==> config.mk <==
export PLATFORM = sky130hd
export DESIGN_NAME = wb_stage
export DESIGN_NICKNAME = d
export VERILOG_FILES = /design/src/rtl/wb_stage.sv
export SDC_FILE = /design/constraint.sdc
export NUM_CORES = 1
export LEC_CHECK = 0
export ABC_CLOCK_PERIOD_IN_PS = 3900
export CORE_MARGIN = 8
export CORE_UTILIZATION = 50
export DETAILED_ROUTE_END_ITERATION = 7
export PLACE_DENSITY = 0.91
export SYNTH_ARGS = -nofsm -noshare
export SYNTH_HDL_FRONTEND = slang
export SYNTH_SLANG_ARGS = --single-unit
==> constraint.sdc <==
create_clock -name clk -period 3.9 [get_ports clk]
set_input_delay 0.78 -clock clk [delete_from_list [all_inputs] [get_ports clk]]
set_output_delay 0.78 -clock clk [all_outputs]
set_load 0.05 [all_outputs]
==> src/rtl/wb_stage.sv <==
// wb_stage: parametrised write-back stage between the MEM stage and the
// register-file write port.
//
// Picks one of NSRC result sources, aligns and extends load data, flags
// misaligned loads, and holds results in a 2-entry skid buffer. The buffer
// drains into the register file unless the register file stalls.
//
// Ports:
//   clk, rst       clock (rising edge), synchronous active-high reset
//   in_valid       MEM stage offers a result
//   in_ready       stage can accept this cycle (registered count only)
//   in_src         NSRC packed sources, source k at [k*DATA_W +: DATA_W]
//   in_sel         source select
//   in_ldmode      0 word, 1 byte s, 2 byte u, 3 half s, 4 half u, 5-7 word
//   in_boff        byte offset of the load address
//   in_we          instruction writes a register
//   in_waddr       destination register
//   wb_stall       register file cannot take a write this cycle
//   wb_we          register-file write enable
//   wb_addr        register-file write address (0 when empty)
//   wb_data        register-file write data (0 when empty)
//   wb_busy        buffer holds at least one entry
//   err_cnt        saturating count of misaligned loads
module wb_stage #(
  parameter int DATA_W   = 32,
  parameter int ADDR_W   = 5,
  parameter int NSRC     = 4,
  parameter int SEL_W    = 2,
  parameter int LOAD_SRC = 1,
  parameter int FLAG_SRC = 2
) (
  input  logic                     clk,
  input  logic                     rst,
  input  logic                     in_valid,
  output logic                     in_ready,
  input  logic [NSRC*DATA_W-1:0]   in_src,
  input  logic [SEL_W-1:0]         in_sel,
  input  logic [2:0]               in_ldmode,
  input  logic [1:0]               in_boff,
  input  logic                     in_we,
  input  logic [ADDR_W-1:0]        in_waddr,
  input  logic                     wb_stall,
  output logic                     wb_we,
  output logic [ADDR_W-1:0]        wb_addr,
  output logic [DATA_W-1:0]        wb_data,
  output logic                     wb_busy,
  output logic [7:0]               err_cnt
);

  typedef struct packed {
    logic              we;
    logic              err;
    logic [ADDR_W-1:0] addr;
    logic [DATA_W-1:0] data;
  } entry_t;

  // ent0 is always the head; ent1 is only meaningful when count==2.
  entry_t     ent0;
  entry_t     ent1;
  entry_t     new_ent;
  logic [1:0] count;

  logic              sel_hit;
  logic              is_load;
  logic              is_flag;
  logic [DATA_W-1:0] src_word;
  logic [7:0]        ld_byte;
  logic [15:0]       ld_half;
  logic              half_mode;
  logic              word_mode;
  logic              mis_err;
  logic              push;
  logic              pop;

  // Source selection; a select beyond NSRC leaves sel_hit low and data 0.
  always_comb begin
    src_word = '0;
    sel_hit  = 1'b0;
    for (int k = 0; k < NSRC; k++) begin
      if (in_sel == SEL_W'(k)) begin
        src_word = in_src[k*DATA_W +: DATA_W];
        sel_hit  = 1'b1;
      end
    end
  end

  assign is_load = sel_hit && (in_sel == SEL_W'(LOAD_SRC));
  assign is_flag = sel_hit && (in_sel == SEL_W'(FLAG_SRC));

  always_comb begin
    ld_byte = src_word[7:0];
    case (in_boff)
      2'd0:    ld_byte = src_word[7:0];
      2'd1:    ld_byte = src_word[15:8];
      2'd2:    ld_byte = src_word[23:16];
      default: ld_byte = src_word[31:24];
    endcase
  end

  assign ld_half   = in_boff[1] ? src_word[31:16] : src_word[15:0];
  assign half_mode = (in_ldmode == 3'd3) || (in_ldmode == 3'd4);
  // Modes 0 and 5-7 all behave as a full word load.
  assign word_mode = (in_ldmode == 3'd0) || (in_ldmode > 3'd4);

  // Misalignment only matters for loads that would write a register.
  assign mis_err = is_load && in_we &&
                   ((half_mode && in_boff[0]) || (word_mode && (in_boff != 2'd0)));

  // Result formation, done at push time and stored in the entry.
  always_comb begin
    new_ent      = '0;
    new_ent.we   = in_we;
    new_ent.err  = mis_err;
    new_ent.addr = in_waddr;
    if (!sel_hit) begin
      new_ent.data = '0;
    end else if (is_flag) begin
      new_ent.data = {{(DATA_W-1){1'b0}}, src_word[0]};
    end else if (is_load) begin
      case (in_ldmode)
        3'd1:    new_ent.data = {{(DATA_W-8){ld_byte[7]}}, ld_byte};
        3'd2:    new_ent.data = {{(DATA_W-8){1'b0}}, ld_byte};
        3'd3:    new_ent.data = {{(DATA_W-16){ld_half[15]}}, ld_half};
        3'd4:    new_ent.data = {{(DATA_W-16){1'b0}}, ld_half};
        default: new_ent.data = src_word;
      endcase
    end else begin
      new_ent.data = src_word;
    end
  end

  assign in_ready = (count < 2'd2);
  assign wb_busy  = (count != 2'd0);
  assign push     = in_valid && in_ready;
  assign pop      = wb_busy && !wb_stall;

  assign wb_addr = wb_busy ? ent0.addr : '0;
  assign wb_data = wb_busy ? ent0.data : '0;
  // The reset term keeps a write from escaping while the buffer is flushed.
  assign wb_we   = wb_busy && ent0.we && !ent0.err && (ent0.addr != '0) &&
                   !wb_stall && !rst;

  // Buffer update. A simultaneous push and pop can only happen at count==1
  // (push needs count<2, pop needs count>0), so the new entry becomes head.
  always_ff @(posedge clk) begin
    if (rst) begin
      count   <= 2'd0;
      ent0    <= '0;
      ent1    <= '0;
      err_cnt <= 8'd0;
    end else begin
      if (push && pop) begin
        ent0 <= new_ent;
      end else if (push) begin
        if (count == 2'd0) begin
          ent0 <= new_ent;
        end else begin
          ent1 <= new_ent;
        end
        count <= count + 2'd1;
      end else if (pop) begin
        ent0  <= ent1;
        ent1  <= '0;
        count <= count - 2'd1;
      end
      if (push && mis_err && (err_cnt != 8'hFF)) begin
        err_cnt <= err_cnt + 8'd1;
      end
    end
  end

endmodule

==> results of run 1 <==
## per-layer routing
metal	routed length (um)	vias to the layer above	part of all wire (%)
li1	-	2708	-
met1	8090	2765	39
met2	10000	380	49
met4	739	0	3.6
met5	0	-	0
met3	1830	46	8.8
## metrics by stage
step | instances | hold WS, ps
floorplan | 650 | 425
global placement | 942 | 434
detailed placement | 942 | 445
CTS | 958 | 460
global route | 959 | 476
finish | 959 | 456
## registers in the layout, summed over array words and instances (netlist names)
| register | flops |
|---|---|
| err_cnt | 8 |
| count | 2 |
| ent1 | 39 |
| ent0 | 39 |
## kinds of logic (layout without fill, tap and decap cells)
family	Yosys count	in the layout	synth area share (%)
and+or+nand+nor	256	256	21.8
AOI/OAI and AO/OA	174	174	20.7
DFF	88	88	32.1
buffers and inverters	63	231	4.97
muxes	55	55	17.9
xor gates and xnor gates	9	9	1.44
adders and majority gates	5	5	1.09
other	0	1	0
## final cells by class
class                      instances  area (sq um)  area share, %
timing repair buffer             205          2020           26.3
antenna                            1          2.50         0.0326
sequential                        88          1760           23.0
clock inverter                     6          66.3          0.865
multi-input combinational        499          3460           45.2
inverter                          10          37.5          0.490
clock buffer                      10           138           1.80
tap                              140           175           2.29
## layout by cell type (no fill, tap or decap), types with 3 or more instances in the layout
cell type	instances
a211o_1	3
a211oi_1	13
a21oi_1	45
a22oi_1	6
a311oi_1	8
a32oi_1	5
and2_1	38
buf_4	17
clkbuf_8	10
clkdlybuf4s50_1	184
dfxtp_1	88
ha_1	4
inv_1	9
mux2i_1	20
mux4_2	32
nand2_1	66
nand2b_1	3
nand3_1	14
nor2_1	91
nor3_1	22
nor4_1	4
o21a_1	20
o21ai_0	40
o221ai_1	6
o22ai_1	8
o32ai_1	8
xnor2_1	8
## tightest hold or removal path, cell delays in order, from the launching register on
cell     delay, ps
dfxtp_1        310
nand2_1         50
a21oi_1         50
## path summary, 6_finish.rpt
path | startpoint | to | slack [ps]
worst max-delay path | wb_stall | wb_we | 540
worst min register to register | ent1[34] | ent1[34] | 460
worst max register to register | count[0] | ent1[16] | 1090
worst min-delay path | ent1[34] | ent1[34] | 460
## power groups by stage
stage	clock network (mW)	logic, mW	registers [mW]
2_1_floorplan	0	1.48	1.21
3_3_place_gp	0	2.14	1.25
3_5_place_dp	0	2.20	1.26
4_1_cts	0.659	2.21	1.24
5_1_grt	0.697	2.39	1.26
6_report	0.655	2.23	1.24
==> results.md, run 1 <==
- Most frequent cell after synthesis: nor2_1
- Top post-synthesis cells by area: dfxtp_1, mux4_2, nor2_1
- CP bufs+invs: 2
- Placeable Area: about 0.011 sq mm
- CP required: 3120 ps
- Setup violations, final: 0
- GRT overflow: 0
- Clock Path Buffers: 2
- Fin nets: around 960
- Total power: 4.13 mW
- Post-CTS resize count: 0
- Synthesized net count: 799
- Status: complete, no violations
- CTS Hold Bufs: 0
- Fin. Hold Viols: 0
- # clock sinks: 88
- Worst reg2reg path depth: 9
- Clock share of power: 15.9%
- Max-cap violations: 0
- Area growth from synthesis to layout: 39.5%
- Crit-path cells: clkdlybuf4s50_1 > nand2b_1 > nor4_1 > clkdlybuf4s50_1
- Die X: approximately 120 um
- Period utilisation layout: 86.2%
- Met3 Track Usage GR: 7.37%
- Max Clock Freq: 298 MHz
- Switching share of power: ~45%
- Row Count: 38
- H-tree level count: 3
- Pre-CTS WS: 310 ps
- Vias in the first global route: 6,128
- RSZ-0062 raised after global routing: false
- Post-CTS setup buffers: 0
- Crit path max-delay cell type: clkdlybuf4s50_1
- CP startpoint kind: input pin
- Finished Core Util: 71.0%
- Fin Setup TNS: 0 ps
- DP Area: around 0.0075 sq mm
- Post-synthesis sequential area ratio: 32.1%
- Total track usage: 28.1%
- Main synth FF type: dfxtp_1
- Initial antenna violation count: 1
- Rel. slew slack: 48.9%
- Cell taking the most area after synthesis: dfxtp_1
- Seq pwr share: 30.1%
- Share of post-route cells with drive strength above 1: about a tenth
- # DRC: 0
- Dpl hpwl: about 16,000 um
- Worst Path Max Fanout: 3
- Num CTS Buffers: 9
- Die area: 0.0146 sq mm
- Clk root buf: clkbuf_8
- Latest clock arrival within the worst-skew pair: 360 ps
- # fillers: 822
- Async SR Flop Fraction: 0%
- Yosys warns: 0
- Placer Congestion: about 0.93
- Starting Density: slightly above 50%
- Data arrival time of the worst path: 2580 ps
- WS Path Type: input pin to output port
- EDFF count, synth: 0
- Post-synth top cells: nor2_1, dfxtp_1, nand2_1, a21oi_1, o21ai_0
- FF+latch count, synth: 88
- Net Switching: 1.87 mW
- Post-synthesis cell count: 650
- DR WL/cell: 21.6 um
- GRT Max-Usage Layer: met2
- PortBufs: 186
- Count of cell types in the netlist: 56
- Final max-slew violation count: 0
- Crit. End Element: output port
- Synth top area share: 32.1%
- Syn Area/Cell: about 8.5 sq um
- Met1 usage: 32.8%
- Via Count: 5,899
- Chip height: 121 um
- Worst Hold Class: flip-flop to flip-flop
- Vias/cell: 6.15
- CTS tree: yes
- Power density over the cells: 539 mW/mm^2
- Cell Area, Synth: 0.00549 sq mm
- I/O pin count: 193
- Slew @ Worst Pin: 767 ps
- Logic pwr share: 54.0%
- Final Instance Area: ~0.0077 sq mm
- Int Pwr: approximately 2.3 mW
- First-pass GRT wire length: 32,500 um
- Antenna Nets Post-Route: 0
- Cell family with most CP delay: buffers and inverters
- Critical path depth in cells: 4
- Final min period: 3360 ps
- CP peak stage delay: 860 ps
- Routed WL: just over 20,000 um
- Worst Skew: roughly 11 ps
- Maximum VDD drop: 0.679 mV
- TritonRoute pass-1 iters: 5
- Pin count of the biggest net entering global routing: 69
- Critical Path Most Common Cell: clkdlybuf4s50_1
- M2 GR Usage: approximately 48%
- Post-route worst setup slack: between 500 and 600 ps
- Hold Path Depth: 2
- Pleak: 2.80 nW
- CTS clk-pin slew, worst paths: 80 ps
- DRT iter0 DRCs: 659
Power figures use the tool's default switching activity.
==> run 2: changes to the inputs <==
--- a/config.mk
+++ b/config.mk
@@ -10,6 +10,7 @@
 export CORE_UTILIZATION = 50
 export DETAILED_ROUTE_END_ITERATION = 7
 export PLACE_DENSITY = 0.91
+export SKIP_CTS_REPAIR_TIMING = 1
 export SYNTH_ARGS = -nofsm -noshare
 export SYNTH_HDL_FRONTEND = slang
 export SYNTH_SLANG_ARGS = --single-unit
==> results of run 2 <==
Same layout as run 1: the final DEF is identical, and so are final timing and power.
==> run 3: changes to the inputs <==
--- a/config.mk
+++ b/config.mk
@@ -5,11 +5,13 @@
 export SDC_FILE = /design/constraint.sdc
 export NUM_CORES = 1
 export LEC_CHECK = 0
-export ABC_CLOCK_PERIOD_IN_PS = 3900
+export ABC_AREA = 1
+export ABC_CLOCK_PERIOD_IN_PS = 2850
 export CORE_MARGIN = 8
-export CORE_UTILIZATION = 50
+export CORE_UTILIZATION = 44
+export CTS_BUF_LIST = sky130_fd_sc_hd__clkbuf_4 sky130_fd_sc_hd__clkbuf_8
 export DETAILED_ROUTE_END_ITERATION = 7
-export PLACE_DENSITY = 0.91
+export PLACE_DENSITY = 0.82
 export SKIP_CTS_REPAIR_TIMING = 1
 export SYNTH_ARGS = -nofsm -noshare
 export SYNTH_HDL_FRONTEND = slang
==> constraint.sdc (replaced) <==
create_clock -name clk -period 2.85 [get_ports clk]
set_input_delay 0.57 -clock clk [delete_from_list [all_inputs] [get_ports clk]]
set_output_delay 0.57 -clock clk [all_outputs]
set_load 0.05 [all_outputs]
==> results.md, run 3 <==
- Area of the multi-input gates: 0.00372 sq mm
- CP required: 2280 ps
- Int Pwr: 3.02 mW
- Setup violations, final: 0
- I/O pin count: approximately 190
- Latest clock arrival within the worst-skew pair: 360 ps
- Most frequent cell after synthesis: nand2_1
- Die area: 0.0184 sq mm
- Die X: 136 um
- Initial antenna violation count: 0
- Clock Path Buffers: 2
- Fin nets: about 1,300
- H-tree level count: 3
- Row Count: 43
- CP bufs+invs: 2
- Placeable Area: 0.0139 sq mm
- TritonRoute pass-1 iters: 7
- Num CTS Buffers: 9
- Crit-path cells: nor2_2 > buf_4 > nor2_1 > clkdlybuf4s50_1
- RSZ-0062 raised after global routing: false
- CP startpoint kind: flip-flop
- Count of cell types in the netlist: 38
- Routed WL: 21,400 um
- Commonest non-fill, non-tap cells in the layout: nand2_1, clkdlybuf4s50_1, inv_1, nand3_1, o21ai_0
- Post-synthesis cell count: 1,004
- Inserted Diodes: 0
- Cell Area, Synth: 0.00629 sq mm
- Max Clock Freq: 378 MHz
- # clock sinks: 88
- Clk root buf: clkbuf_8
- Biggest regs: ent0 (39), ent1 (39), err_cnt (8)
- Total track usage: 22.7%
- Switching share of power: between 40 and 50%
- Share of post-route cells with drive strength above 1: 13.3%
- EDFF count, synth: 0
- Fin Setup TNS: 0 ps
- First-pass GRT wire length: 33,900 um
- Post-synthesis sequential area ratio: 28.0%
- Crit. End Element: output port
- PortBufs: 192
- Logic pwr share: about 56%
- # fillers: ~1,300
- Vias in the first global route: 6,798
- Seq. cell area: 0.00176 sq mm
- Maximum VDD drop: 0.443 mV
- # DRC: 0
- WS Path Type: flip-flop to output port
- Rel. slew slack: 54.0%
- Cell taking the most area after synthesis: dfxtp_1
- FF+latch count, synth: 88
- Via Count: between 7,000 and 8,000
- Main synth FF type: dfxtp_1
- Vias/cell: 5.17
- Final max-slew violation count: 0
- Worst Skew: 16.7 ps
- Synthesized net count: 1,153
- Placed Cells: 1,355
- CP peak stage delay: 840 ps
- Dpl hpwl: approximately 17,000 um
- DRT iter0 DRCs: approximately 660
- Max-cap violations: 0
- Async SR Flop Fraction: 0%
- Slew @ Worst Pin: 690 ps
- Pleak: 3.61 nW
- Status: complete, no violations
- Power density over the cells: ~660 mW/mm^2
- Commonest non-fill, non-tap cell in the layout: nand2_1
- Post-synth top cells: nand2_1, inv_1, nand3_1, o21ai_0, dfxtp_1
- Clock share of power: 14.2%
- Antenna Nets Post-Route: 0
- Total power: 5.75 mW
- CTS tree: yes
- Syn Area/Cell: about 6.3 sq um
- Starting Density: 45.2%
- Chip height: 136 um
- Top post-synthesis cells by area: dfxtp_1, nand2_1, nand3_1
- CTS clk-pin slew, worst paths: 100 ps
- Seq pwr share: 29.8%
- Finished Core Util: 62.5%
- Worst Hold Class: flip-flop to flip-flop
- Placer Congestion: 0.974
- GRT overflow: 0
- Final min period: 2640 ps
- Area growth from synthesis to layout: 38.5%
- Fin. Hold Viols: 0
- Crit path max-delay cell type: clkdlybuf4s50_1
- Worst Path Max Fanout: 26
- Pin count of the biggest net entering global routing: 54
- Period utilisation layout: between 90 and 100%
- DR WL/cell: approximately 16 um
- Data arrival time of the worst path: 2070 ps
- Cell family with most CP delay: buffers and inverters
- Reg2reg setup slack: just over 600 ps
- Yosys warns: 0
- Synth top area share: 28.0%
- Final cell count without fillers: 1,371
- Net Switching: approximately 2.7 mW
==> run 3: final timing paths <==
kind | startpoint | to | cells past startpoint
worst max-delay path | count[0] | wb_addr[0] | 4
worst min register to register | ent1[15] | ent1[15] | 2
worst min-delay path | ent1[15] | ent1[15] | 2
worst max register to register | count[0] | ent1[9] | 11
==> run 3: layout make-up <==
type	instances	share of cell area [%]
repair buffers	236	26.8
well taps	180	2.58
flip-flops and latches	88	20.2
inverters	128	5.57
clock buffers	10	1.51
clock inverters	6	0.603
multi-input cells	723	42.7
==> run 3: kinds of logic after synthesis <==
kind of cell / after synthesis / share of synthesized area, %
adders and majority gates: 4 / 0.795
DFF: 88 / 28.0
and+or+nand+nor: 492 / 37.3
AOI/OAI and AO/OA: 227 / 20.9
buffers and inverters: 193 / 13.0
==> run 3: layer usage <==
metal	vias to the layer above	GRT usage (%)	routed length [um]
met5	-	0	0
met4	0	9.44	668
met3	47	5.04	1420
met2	241	38.5	10300
met1	3178	27.2	8990
li1	3627	-	-
==> run 3: power by group through the flow <==
stage                     Sequential (mW)  Clock (mW)  Combinational, mW
after floorplan                      1.68           0               2.18
after global placement               1.73           0               3.16
after detailed placement             1.73           0               3.22
after CTS                            1.71       0.825               3.24
after global routing                 1.75       0.871               3.52
final                                1.71       0.815               3.22
==> run 3: through the flow <==
stage | hold slack [ps] | instance area, sq um | setup slack [ps]
after floorplan | 442 | 6300 | 316
after global placement | 452 | 8530 | 54.6
after detailed placement | 454 | 8530 | 25.3
after CTS | 469 | 8720 | 181
after global routing | 487 | 8720 | 97.3
final | 468 | 8720 | 207
==> run 3: worst reg2reg max path: cells and delay by family, from the launching register on <==
family,cells,cell delay (ps)
adders and majority gates,1,210
DFF,1,430
AOI/OAI and AO/OA,1,160
and+or+nand+nor,6,680
buffers and inverters,3,690
